**src/rtl/ika2151_pkg.sv**
```systemverilog
// ---------------------------------------------------------------------------
// ika2151_pkg
// Shared definitions for the IKA2151 register-write scheduler slice:
//   - sched_state_e : scheduler FSM states (IDLE, WAIT, COMMIT, HOLD)
//   - bus_sample_t  : one synchronized sample of the CPU bus strobes/data
//   - REGION_*      : register-map boundaries (global / channel / operator)
//   - BUSY_CYCLES_DEFAULT : default BUSY length in phi1 cycles
//   - slot_match()  : does a register address belong to a given slot
// ---------------------------------------------------------------------------
package ika2151_pkg;

  typedef enum logic [1:0] {
    IDLE   = 2'd0,
    WAIT   = 2'd1,
    COMMIT = 2'd2,
    HOLD   = 2'd3
  } sched_state_e;

  typedef struct packed {
    logic       cs_n;
    logic       wr_n;
    logic       a0;
    logic [7:0] d;
  } bus_sample_t;

  // Bus at rest: strobes deasserted, so no false write edge after reset.
  localparam bus_sample_t BUS_IDLE = '{cs_n: 1'b1, wr_n: 1'b1, a0: 1'b0, d: 8'h00};

  // 0x00-0x1F global, 0x20-0x3F channel, 0x40-0xFF operator.
  localparam logic [7:0] REGION_CH_BASE = 8'h20;
  localparam logic [7:0] REGION_OP_BASE = 8'h40;

  localparam int BUSY_CYCLES_DEFAULT = 32;

  // Global registers are shared by every slot; channel registers repeat every
  // 8 slots; operator registers own exactly one of the 32 slots.
  function automatic logic slot_match(input logic [7:0] addr, input logic [4:0] slot);
    logic hit;
    if (addr < REGION_CH_BASE) begin
      hit = 1'b1;
    end else if (addr < REGION_OP_BASE) begin
      hit = (slot[2:0] == addr[2:0]);
    end else begin
      hit = (slot == addr[4:0]);
    end
    return hit;
  endfunction

endpackage

```
**src/rtl/ika2151_busif_sync.sv**
```systemverilog
// ---------------------------------------------------------------------------
// ika2151_busif_sync
// Brings the asynchronous CPU bus into the EMUCLK domain through a 2-stage
// synchronizer and detects a write as a rising edge of synchronized WR_n with
// CS_n low. A third register keeps the sample from before the edge, which is
// the one still holding valid A0/D (the CPU may move the bus as WR_n rises).
//
// Ports:
//   clk, rst_n      EMUCLK and asynchronous active-low reset
//   cs_n, wr_n, a0  raw CPU bus strobes and register select
//   d[7:0]          raw CPU write data
//   wr_pulse        one-clk pulse per detected write
//   wr_a0, wr_d     A0 and D belonging to that write (valid with wr_pulse)
// ---------------------------------------------------------------------------
module ika2151_busif_sync
  import ika2151_pkg::*;
(
  input  logic       clk,
  input  logic       rst_n,
  input  logic       cs_n,
  input  logic       wr_n,
  input  logic       a0,
  input  logic [7:0] d,
  output logic       wr_pulse,
  output logic       wr_a0,
  output logic [7:0] wr_d
);

  bus_sample_t s1_q, s1_d;
  bus_sample_t s2_q, s2_d;
  bus_sample_t prev_q, prev_d;

  always_comb begin
    s1_d   = '{cs_n: cs_n, wr_n: wr_n, a0: a0, d: d};
    s2_d   = s1_q;
    prev_d = s2_q;
  end

  always_ff @(posedge clk or negedge rst_n) begin
    if (!rst_n) begin
      s1_q   <= BUS_IDLE;
      s2_q   <= BUS_IDLE;
      prev_q <= BUS_IDLE;
    end else begin
      s1_q   <= s1_d;
      s2_q   <= s2_d;
      prev_q <= prev_d;
    end
  end

  // CS_n is qualified with the pre-edge sample so a CS_n released together
  // with WR_n still counts as a valid write.
  assign wr_pulse = !prev_q.wr_n && s2_q.wr_n && !prev_q.cs_n;
  assign wr_a0    = prev_q.a0;
  assign wr_d     = prev_q.d;

endmodule

```
**src/rtl/ika2151_regwr_sched.sv**
```systemverilog
// ---------------------------------------------------------------------------
// ika2151_regwr_sched
// Register-write scheduler between the CPU bus and the IKA2151 per-slot
// register file. An address write loads the address latch; a data write
// becomes a pending entry that waits until the local slot counter reaches a
// slot owning the register, then a one-phi1-cycle write strobe is issued.
// BUSY stays high for BUSY_CYCLES phi1 cycles after acceptance.
//
// Optional feature: define IKA2151_REGWR_QUEUE_EN to add a 1-entry queue that
// holds one data write arriving while busy; without it such writes are lost.
//
// Ports:
//   i_EMUCLK       master clock (only clock)
//   i_MRST_n       asynchronous active-low reset
//   i_phi1_NCEN_n  phi1 enable, active-low; scheduler state moves only here
//   i_CYCLE_31     marks the phi1 cycle treated as slot 31
//   i_CS_n, i_WR_n, i_A0, i_D[7:0]   CPU bus
//   o_BUSY         CPU-visible busy flag
//   o_REG_WE       register-file write strobe, one phi1 cycle
//   o_REG_ADDR/o_REG_DATA  committed address/data, held after the strobe
//   o_SLOT         local slot counter
// ---------------------------------------------------------------------------
module ika2151_regwr_sched
  import ika2151_pkg::*;
#(
  parameter int BUSY_CYCLES = BUSY_CYCLES_DEFAULT
) (
  input  logic       i_EMUCLK,
  input  logic       i_MRST_n,
  input  logic       i_phi1_NCEN_n,
  input  logic       i_CYCLE_31,
  input  logic       i_CS_n,
  input  logic       i_WR_n,
  input  logic       i_A0,
  input  logic [7:0] i_D,
  output logic       o_BUSY,
  output logic       o_REG_WE,
  output logic [7:0] o_REG_ADDR,
  output logic [7:0] o_REG_DATA,
  output logic [4:0] o_SLOT
);

  localparam int               CNT_W     = $clog2(BUSY_CYCLES + 1);
  localparam logic [CNT_W-1:0] BUSY_LOAD = CNT_W'(BUSY_CYCLES);
  localparam logic [CNT_W-1:0] CNT_ONE   = CNT_W'(1);

  logic       phi1_en;
  logic       wr_pulse;
  logic       wr_a0;
  logic [7:0] wr_d;
  logic       sched_free;
  logic       release_sched;

  sched_state_e     state_q, state_d;
  logic [4:0]       slot_q, slot_d;
  logic [CNT_W-1:0] busy_cnt_q, busy_cnt_d;
  logic [7:0]       addr_latch_q, addr_latch_d;
  logic [7:0]       pend_addr_q, pend_addr_d;
  logic [7:0]       pend_data_q, pend_data_d;
  logic [7:0]       reg_addr_q, reg_addr_d;
  logic [7:0]       reg_data_q, reg_data_d;

`ifdef IKA2151_REGWR_QUEUE_EN
  logic       promote;
  logic       q_valid_q, q_valid_d;
  logic [7:0] q_addr_q, q_addr_d;
  logic [7:0] q_data_q, q_data_d;
`endif

  assign phi1_en = !i_phi1_NCEN_n;

  ika2151_busif_sync u_busif (
    .clk      (i_EMUCLK),
    .rst_n    (i_MRST_n),
    .cs_n     (i_CS_n),
    .wr_n     (i_WR_n),
    .a0       (i_A0),
    .d        (i_D),
    .wr_pulse (wr_pulse),
    .wr_a0    (wr_a0),
    .wr_d     (wr_d)
  );

`ifdef IKA2151_REGWR_QUEUE_EN
  // A queued entry still owns the scheduler even in the IDLE state.
  assign sched_free = (state_q == IDLE) && !q_valid_q;
`else
  assign sched_free = (state_q == IDLE);
`endif

  // Next-state logic. Phi1-enabled work (slot counter, busy countdown, FSM)
  // is evaluated first; bus capture runs every EMUCLK and, when it accepts a
  // write, takes priority so a coinciding enable does not count as the first
  // enable after acceptance.
  always_comb begin
    state_d       = state_q;
    slot_d        = slot_q;
    busy_cnt_d    = busy_cnt_q;
    addr_latch_d  = addr_latch_q;
    pend_addr_d   = pend_addr_q;
    pend_data_d   = pend_data_q;
    reg_addr_d    = reg_addr_q;
    reg_data_d    = reg_data_q;
    release_sched = 1'b0;
`ifdef IKA2151_REGWR_QUEUE_EN
    q_valid_d     = q_valid_q;
    q_addr_d      = q_addr_q;
    q_data_d      = q_data_q;
    promote       = 1'b0;
`endif

    if (phi1_en) begin
      slot_d = i_CYCLE_31 ? 5'd0 : slot_q + 5'd1;
      if (busy_cnt_q != '0) begin
        busy_cnt_d = busy_cnt_q - CNT_ONE;
      end
      // The match uses the slot being entered, so a CYCLE_31 resync on
      // this enable is already reflected.
      case (state_q)
        IDLE: begin
        end
        WAIT: begin
          if (slot_match(pend_addr_q, slot_d)) begin
            state_d    = COMMIT;
            reg_addr_d = pend_addr_q;
            reg_data_d = pend_data_q;
          end
        end
        COMMIT: begin
          // A commit that landed on the last busy cycle leaves directly.
          if (busy_cnt_q <= CNT_ONE) begin
            release_sched = 1'b1;
          end else begin
            state_d = HOLD;
          end
        end
        HOLD: begin
          if (busy_cnt_q <= CNT_ONE) begin
            release_sched = 1'b1;
          end
        end
        default: begin
          state_d = IDLE;
        end
      endcase
    end

    if (release_sched) begin
      state_d = IDLE;
    end

`ifdef IKA2151_REGWR_QUEUE_EN
    // Promoting on the release enable keeps BUSY high without a gap.
    promote = q_valid_q && (release_sched || (state_q == IDLE));
    if (promote) begin
      state_d     = WAIT;
      pend_addr_d = q_addr_q;
      pend_data_d = q_data_q;
      busy_cnt_d  = BUSY_LOAD;
      q_valid_d   = 1'b0;
    end
`endif

    if (wr_pulse) begin
      if (!wr_a0) begin
        addr_latch_d = wr_d;
      end else if (sched_free) begin
        state_d     = WAIT;
        pend_addr_d = addr_latch_q;
        pend_data_d = wr_d;
        busy_cnt_d  = BUSY_LOAD;
      end
`ifdef IKA2151_REGWR_QUEUE_EN
      else if (!q_valid_q) begin
        q_valid_d = 1'b1;
        q_addr_d  = addr_latch_q;
        q_data_d  = wr_d;
      end
`endif
    end
  end

  always_ff @(posedge i_EMUCLK or negedge i_MRST_n) begin
    if (!i_MRST_n) begin
      state_q      <= IDLE;
      slot_q       <= 5'd0;
      busy_cnt_q   <= '0;
      addr_latch_q <= 8'h00;
      pend_addr_q  <= 8'h00;
      pend_data_q  <= 8'h00;
      reg_addr_q   <= 8'h00;
      reg_data_q   <= 8'h00;
    end else begin
      state_q      <= state_d;
      slot_q       <= slot_d;
      busy_cnt_q   <= busy_cnt_d;
      addr_latch_q <= addr_latch_d;
      pend_addr_q  <= pend_addr_d;
      pend_data_q  <= pend_data_d;
      reg_addr_q   <= reg_addr_d;
      reg_data_q   <= reg_data_d;
    end
  end

`ifdef IKA2151_REGWR_QUEUE_EN
  always_ff @(posedge i_EMUCLK or negedge i_MRST_n) begin
    if (!i_MRST_n) begin
      q_valid_q <= 1'b0;
      q_addr_q  <= 8'h00;
      q_data_q  <= 8'h00;
    end else begin
      q_valid_q <= q_valid_d;
      q_addr_q  <= q_addr_d;
      q_data_q  <= q_data_d;
    end
  end

  assign o_BUSY = (busy_cnt_q != '0) || (state_q != IDLE) || q_valid_q;
`else
  assign o_BUSY = (busy_cnt_q != '0) || (state_q != IDLE);
`endif

  assign o_REG_WE   = (state_q == COMMIT);
  assign o_REG_ADDR = reg_addr_q;
  assign o_REG_DATA = reg_data_q;
  assign o_SLOT     = slot_q;

endmodule

```
**config.mk**
```make
export PLATFORM = sky130hd
export DESIGN_NAME = ika2151_regwr_sched
export DESIGN_NICKNAME = d
export VERILOG_FILES = /design/src/rtl/ika2151_pkg.sv /design/src/rtl/ika2151_busif_sync.sv /design/src/rtl/ika2151_regwr_sched.sv
export SDC_FILE = /design/constraint.sdc
export NUM_CORES = 1
export LEC_CHECK = 0
export BUFFER_PORTS_ARGS = -buffer_cell sky130_fd_sc_hd__buf_2
export CAP_MARGIN = 20
export CORE_UTILIZATION = 62
export CTS_CLUSTER_DIAMETER = 150
export DETAILED_ROUTE_END_ITERATION = 10
export PLACE_DENSITY = 0.84
export SYNTH_ARGS = -nofsm -noshare
export SYNTH_HDL_FRONTEND = slang
export SYNTH_HIERARCHICAL = 1
export SYNTH_SLANG_ARGS = --single-unit
```
**constraint.sdc**
```tcl
create_clock -name i_EMUCLK -period 3.9 [get_ports i_EMUCLK]
set_clock_uncertainty 0.1 [all_clocks]
set_input_delay 0.585 -clock i_EMUCLK [delete_from_list [all_inputs] [get_ports i_EMUCLK]]
set_output_delay 0.585 -clock i_EMUCLK [all_outputs]
set_load 0.01 [all_outputs]
```
==> Flow_metrics.wiki <==
{| class="wikitable"
! Metric !! Value
|-
| Status || finished clean
|-
| Clock network latency to the later pin of the worst-skew pair || 0.35 ns
|-
| Number of rows in the core area || 26
|-
| Die Area || 5820 um2
|-
| Clock-pin slew reported for the worst setup and hold paths after clock tree synthesis || 0.10 ns
|-
| Max-slew violations || 0
|-
| Net count, final || 334
|-
| Critical setup path kind || reg2reg
|-
| Max Cap Viol || 0
|-
| Vias/cell || 5.38
|-
| Weighted congestion reported at the end of routability-driven placement || 0.863
|-
| Number of cells on the worst reg-to-reg path || 7
|-
| R2r setup slk || 0.95 ns
|-
| Global router's overall resource usage || 21.5%
|-
| Category of the worst setup path capture point || flop
|-
| Total negative slack || 0 ns
|-
| Via count of the first global-routing pass || a little over 2000
|-
| End of the worst register-to-register path || o_REG_DATA[0]$_DFFE_PN0P_
|-
| Tightest Pin Transition || 0.820 ns
|-
| Number of buffers created by CTS || 9
|-
| Setup-failing EPs final || 0
|-
| # fillers || between 300 and 400
|-
| Port-buffer cells || 37
|-
| Avg Cell Area, Syn || approximately 12 um2
|-
| Top-level I/O count || 38
|-
| Count of antenna diodes in the layout || 0
|-
| Headroom to the max-slew limit || between 40% and 50%
|-
| Yosys reg bits || 86
|-
| Post-detailed-placement half-perimeter wirelength || ~3700 um
|-
| Required time reported for the critical path endpoint || 4.05 ns
|-
| Routed WL per cell || 14.1 um
|-
| Data arrival time of the critical path || between 3 and 4 ns
|-
| Peak supply drop || 0.000360 V
|-
| Syn Nets || 300
|-
| Horizontal extent of the die || 76.3 um
|-
| Startpoint of the tightest hold check path || i_D[2]
|-
| Die boundary height || 76.3 um
|-
| First-pass iteration count of the detailed router || 6
|-
| Area grow syn2layout || 11.6%
|-
| Startpoint of the worst setup timing path || o_SLOT[0]$_DFFE_PN0N_
|-
| Leakage power of the design || about 1.9 nW
|-
| Number of instances in the synthesized netlist || around 280
|-
| CTS Sinks || 86
|-
| Clock Path Buffers || 2
|-
| Fraction of the yosys area taken by sequential cells || around 63%
|-
| Routed wire length || 5440 um
|-
| Overall power of the completed layout || between 2 and 3 mW
|-
| Path category of the worst min-delay check || in2reg
|-
| Number of antenna violations at the first check in global routing || 0
|-
| Worst flop-to-flop path startpoint || o_SLOT[0]$_DFFE_PN0N_
|-
| Core outline area || 5200 um2
|-
| Synthesis Warnings || 6
|-
| Timing-limited maximum frequency || between 0.3 and 0.4 GHz
|-
| Core Util, Final || between 70% and 80%
|-
| Worst setup SP type || flop
|-
| Worst hold endpoint || u_busif/s1_q[2]$_DFF_PN0_
|-
| Initial core utilization || around 66%
|-
| Area of the multi-input gates || about 1100 um2
|-
| Maximum number of pins on one net before global-route repair || 87
|-
| Number of cells on the worst hold path || 1
|-
| # DRC || 0
|-
| Post-CTS Setup Repair Bufs || 0
|-
| Clock tree from TritonCTS || done
|-
| Yosys cell types || 41
|-
| Setup repair after global routing missed its margin || no
|-
| Iter 0 DRT Violations || 109
|-
| H-tree lvl count || 3
|-
| Post-layout minimum cycle time || 2.95 ns
|-
| Share of post-route cells with drive strength above 1 || 27.5%
|-
| Final worst path period share || between 70% and 80%
|-
| Highest fanout seen on the critical path || 13
|-
| Power density over cell area || roughly 680 nW/um2
|-
| Netlist area before placement || 3420 um2
|-
| Overflow after GRT || 0
|-
| Hold Fails Final Rpt || 0
|-
| Via Count || 2078
|-
| Number of routed nets with antenna violations || 0
|-
| First-pass GRT wire length || 9470 um
|-
| Area used by sequential logic in the layout || about 2200 um2
|-
| Cell at the root of the clock tree || clkbuf_8
|}
==> registers in the layout, indices dropped and copies added, names as in the netlist <==
| register | cells |
|---|---|
| u_busif/s1_q | 11 |
| u_busif/wr_a0 | 1 |
| busy_cnt_q | 6 |
| addr_latch_q | 8 |
| u_busif/wr_d | 8 |
| u_busif/prev_d | 11 |
| u_busif/prev_q | 2 |
| pend_data_q | 8 |
| o_REG_DATA | 8 |
| o_SLOT | 5 |
| state_q | 2 |
| pend_addr_q | 8 |
| o_REG_ADDR | 8 |
==> what timing repair did <==
action / in CTS / in global routing
setup endpoints to repair: 0 / 0
gates resized for setup: 0 / 0
hold buffers: 0 / 1
hold endpoints to repair: 0 / 6
==> cell usage in the layout, fill, tap and decap left out, types with 2 or more instances in the layout <==
cell and count:
and3_1 2, a21oi_1 5, mux2_4 10, dfrtp_1 80, nor2b_1 3, o21a_1 2, nand2_1 58, dfstp_2 6
mux2i_1 3, xnor2_1 4, buf_2 36, clkinvlp_4 2, inv_6 2, clkbuf_8 10, mux2_2 13, nor3_1 8
nor4_1 2, ha_1 8, xor2_1 3, nand3_1 5, nor2_1 11, a211oi_1 2, or3_1 2, inv_1 7
o21ai_0 10
==> report_power, final <==
part	leakage [nW]	internal (mW)	switching (mW)
Combinational	0.724	0.360	0.367
Clock	0.0914	0.259	0.326
Sequential	1.06	1.11	0.185
Total	1.88	1.73	0.878
==> through the flow <==
stage / cells / hold WS, ns / worst slack, ns / instance area (um2)
finish: 386 / 0.232 / 0.950 / 3820
global route: 386 / 0.209 / 0.804 / 3820
CTS: 384 / 0.220 / 0.952 / 3780
detailed placement: 368 / 0.235 / 0.979 / 3590
global placement: 368 / 0.231 / 1.08 / 3590
floorplan: 277 / 0.189 / 1.14 / 3420
==> metal layers <==
| layer | GRT usage [%] | up-vias | wire [um] |
|---|---|---|---|
| met2 | 33.6 | 52 | 2610 |
| met3 | 5.27 | 14 | 205 |
| li1 | - | 987 | - |
| met5 | 0 | - | 0 |
| met1 | 27.9 | 1025 | 2480 |
| met4 | 11.5 | 0 | 140 |
==> cells by family (layout without fill, tap and decap cells) <==
kind of cell    count (synthesis)  count (layout)  share of synthesized area (%)
simple gates                   99              99                           13.2
flops                          86              86                           63.1
compound gates                 28              28                           5.56
mux                            26              26                           9.54
buf+inv                        23              62                           3.87
fa+ha+maj                       8               8                           2.92
xor+xnor                        7               7                           1.79
==> cell usage after synthesis <==
| master | instances | area (um2) |
|---|---|---|
| dfrtp_1 | 80 | 2000 |
| o21a_1 | 2 | 15.0 |
| o21ai_0 | 10 | 50.1 |
| nand2b_1 | 1 | 6.26 |
| buf_4 | 8 | 60.1 |
| a31oi_1 | 1 | 6.26 |
| mux2_2 | 13 | 146 |
| nand2b_4 | 1 | 13.8 |
| a2111o_1 | 1 | 11.3 |
| nor3b_1 | 1 | 7.51 |
| nor3_1 | 8 | 40.0 |
| mux2i_1 | 3 | 30.0 |
| a211oi_1 | 2 | 15.0 |
| or3_1 | 2 | 12.5 |
| nand3_1 | 5 | 25.0 |
| a21oi_1 | 5 | 25.0 |
| dfstp_2 | 6 | 158 |
| o22a_1 | 1 | 8.76 |
| nor4_1 | 2 | 12.5 |
| and4_4 | 1 | 11.3 |
| a32o_1 | 1 | 10.0 |
| nor2b_1 | 3 | 18.8 |
| o211a_1 | 1 | 10.0 |
| ha_1 | 8 | 100 |
| nor2_1 | 11 | 41.3 |
| o311a_1 | 1 | 10.0 |
| nand2_1 | 58 | 218 |
| clkbuf_1 | 7 | 26.3 |
| xor2_1 | 3 | 26.3 |
| inv_1 | 7 | 26.3 |
| nor3b_2 | 1 | 12.5 |
| xnor2_1 | 4 | 35.0 |
| and2_1 | 1 | 6.26 |
| and2b_1 | 1 | 7.51 |
| o211ai_1 | 1 | 7.51 |
| or2b_1 | 1 | 7.51 |
| buf_12 | 1 | 20.0 |
| and3_1 | 2 | 12.5 |
| mux2_4 | 10 | 150 |
| o311ai_0 | 1 | 8.76 |
| a211oi_2 | 1 | 12.5 |
==> worst max-delay path: stages (launching register included) <==
cell and delay [ns]:
dfrtp_1 0.44, ha_1 0.34, or2b_1 0.26, a2111o_1 0.43
a211oi_2 0.32, and4_4 0.31, nand2b_4 0.28, mux2_2 0.37
==> area by class of cell <==
cell class / count / area share [%]
Multi-Input combinational cell: 168 / 29.6
Inverter: 7 / 0.688
Clock inverter: 6 / 1.38
Timing Repair Buffer: 39 / 5.90
Tap cell: 70 / 2.29
Sequential cell: 86 / 56.5
Clock buffer: 10 / 3.60
==> worst max path at each step <==
| stage | to | slack (ns) |
|---|---|---|
| after detailed placement | o_REG_DATA[0]$_DFFE_PN0P_ | 0.98 |
| final | o_REG_DATA[0]$_DFFE_PN0P_ | 0.95 |
| after global placement | o_REG_DATA[0]$_DFFE_PN0P_ | 1.08 |
| after floorplan | o_REG_ADDR[0]$_DFFE_PN0P_ | 1.14 |
| after global routing | o_REG_DATA[0]$_DFFE_PN0P_ | 0.80 |
| after CTS | o_REG_DATA[0]$_DFFE_PN0P_ | 0.95 |
(Power assumes the default switching activity.)
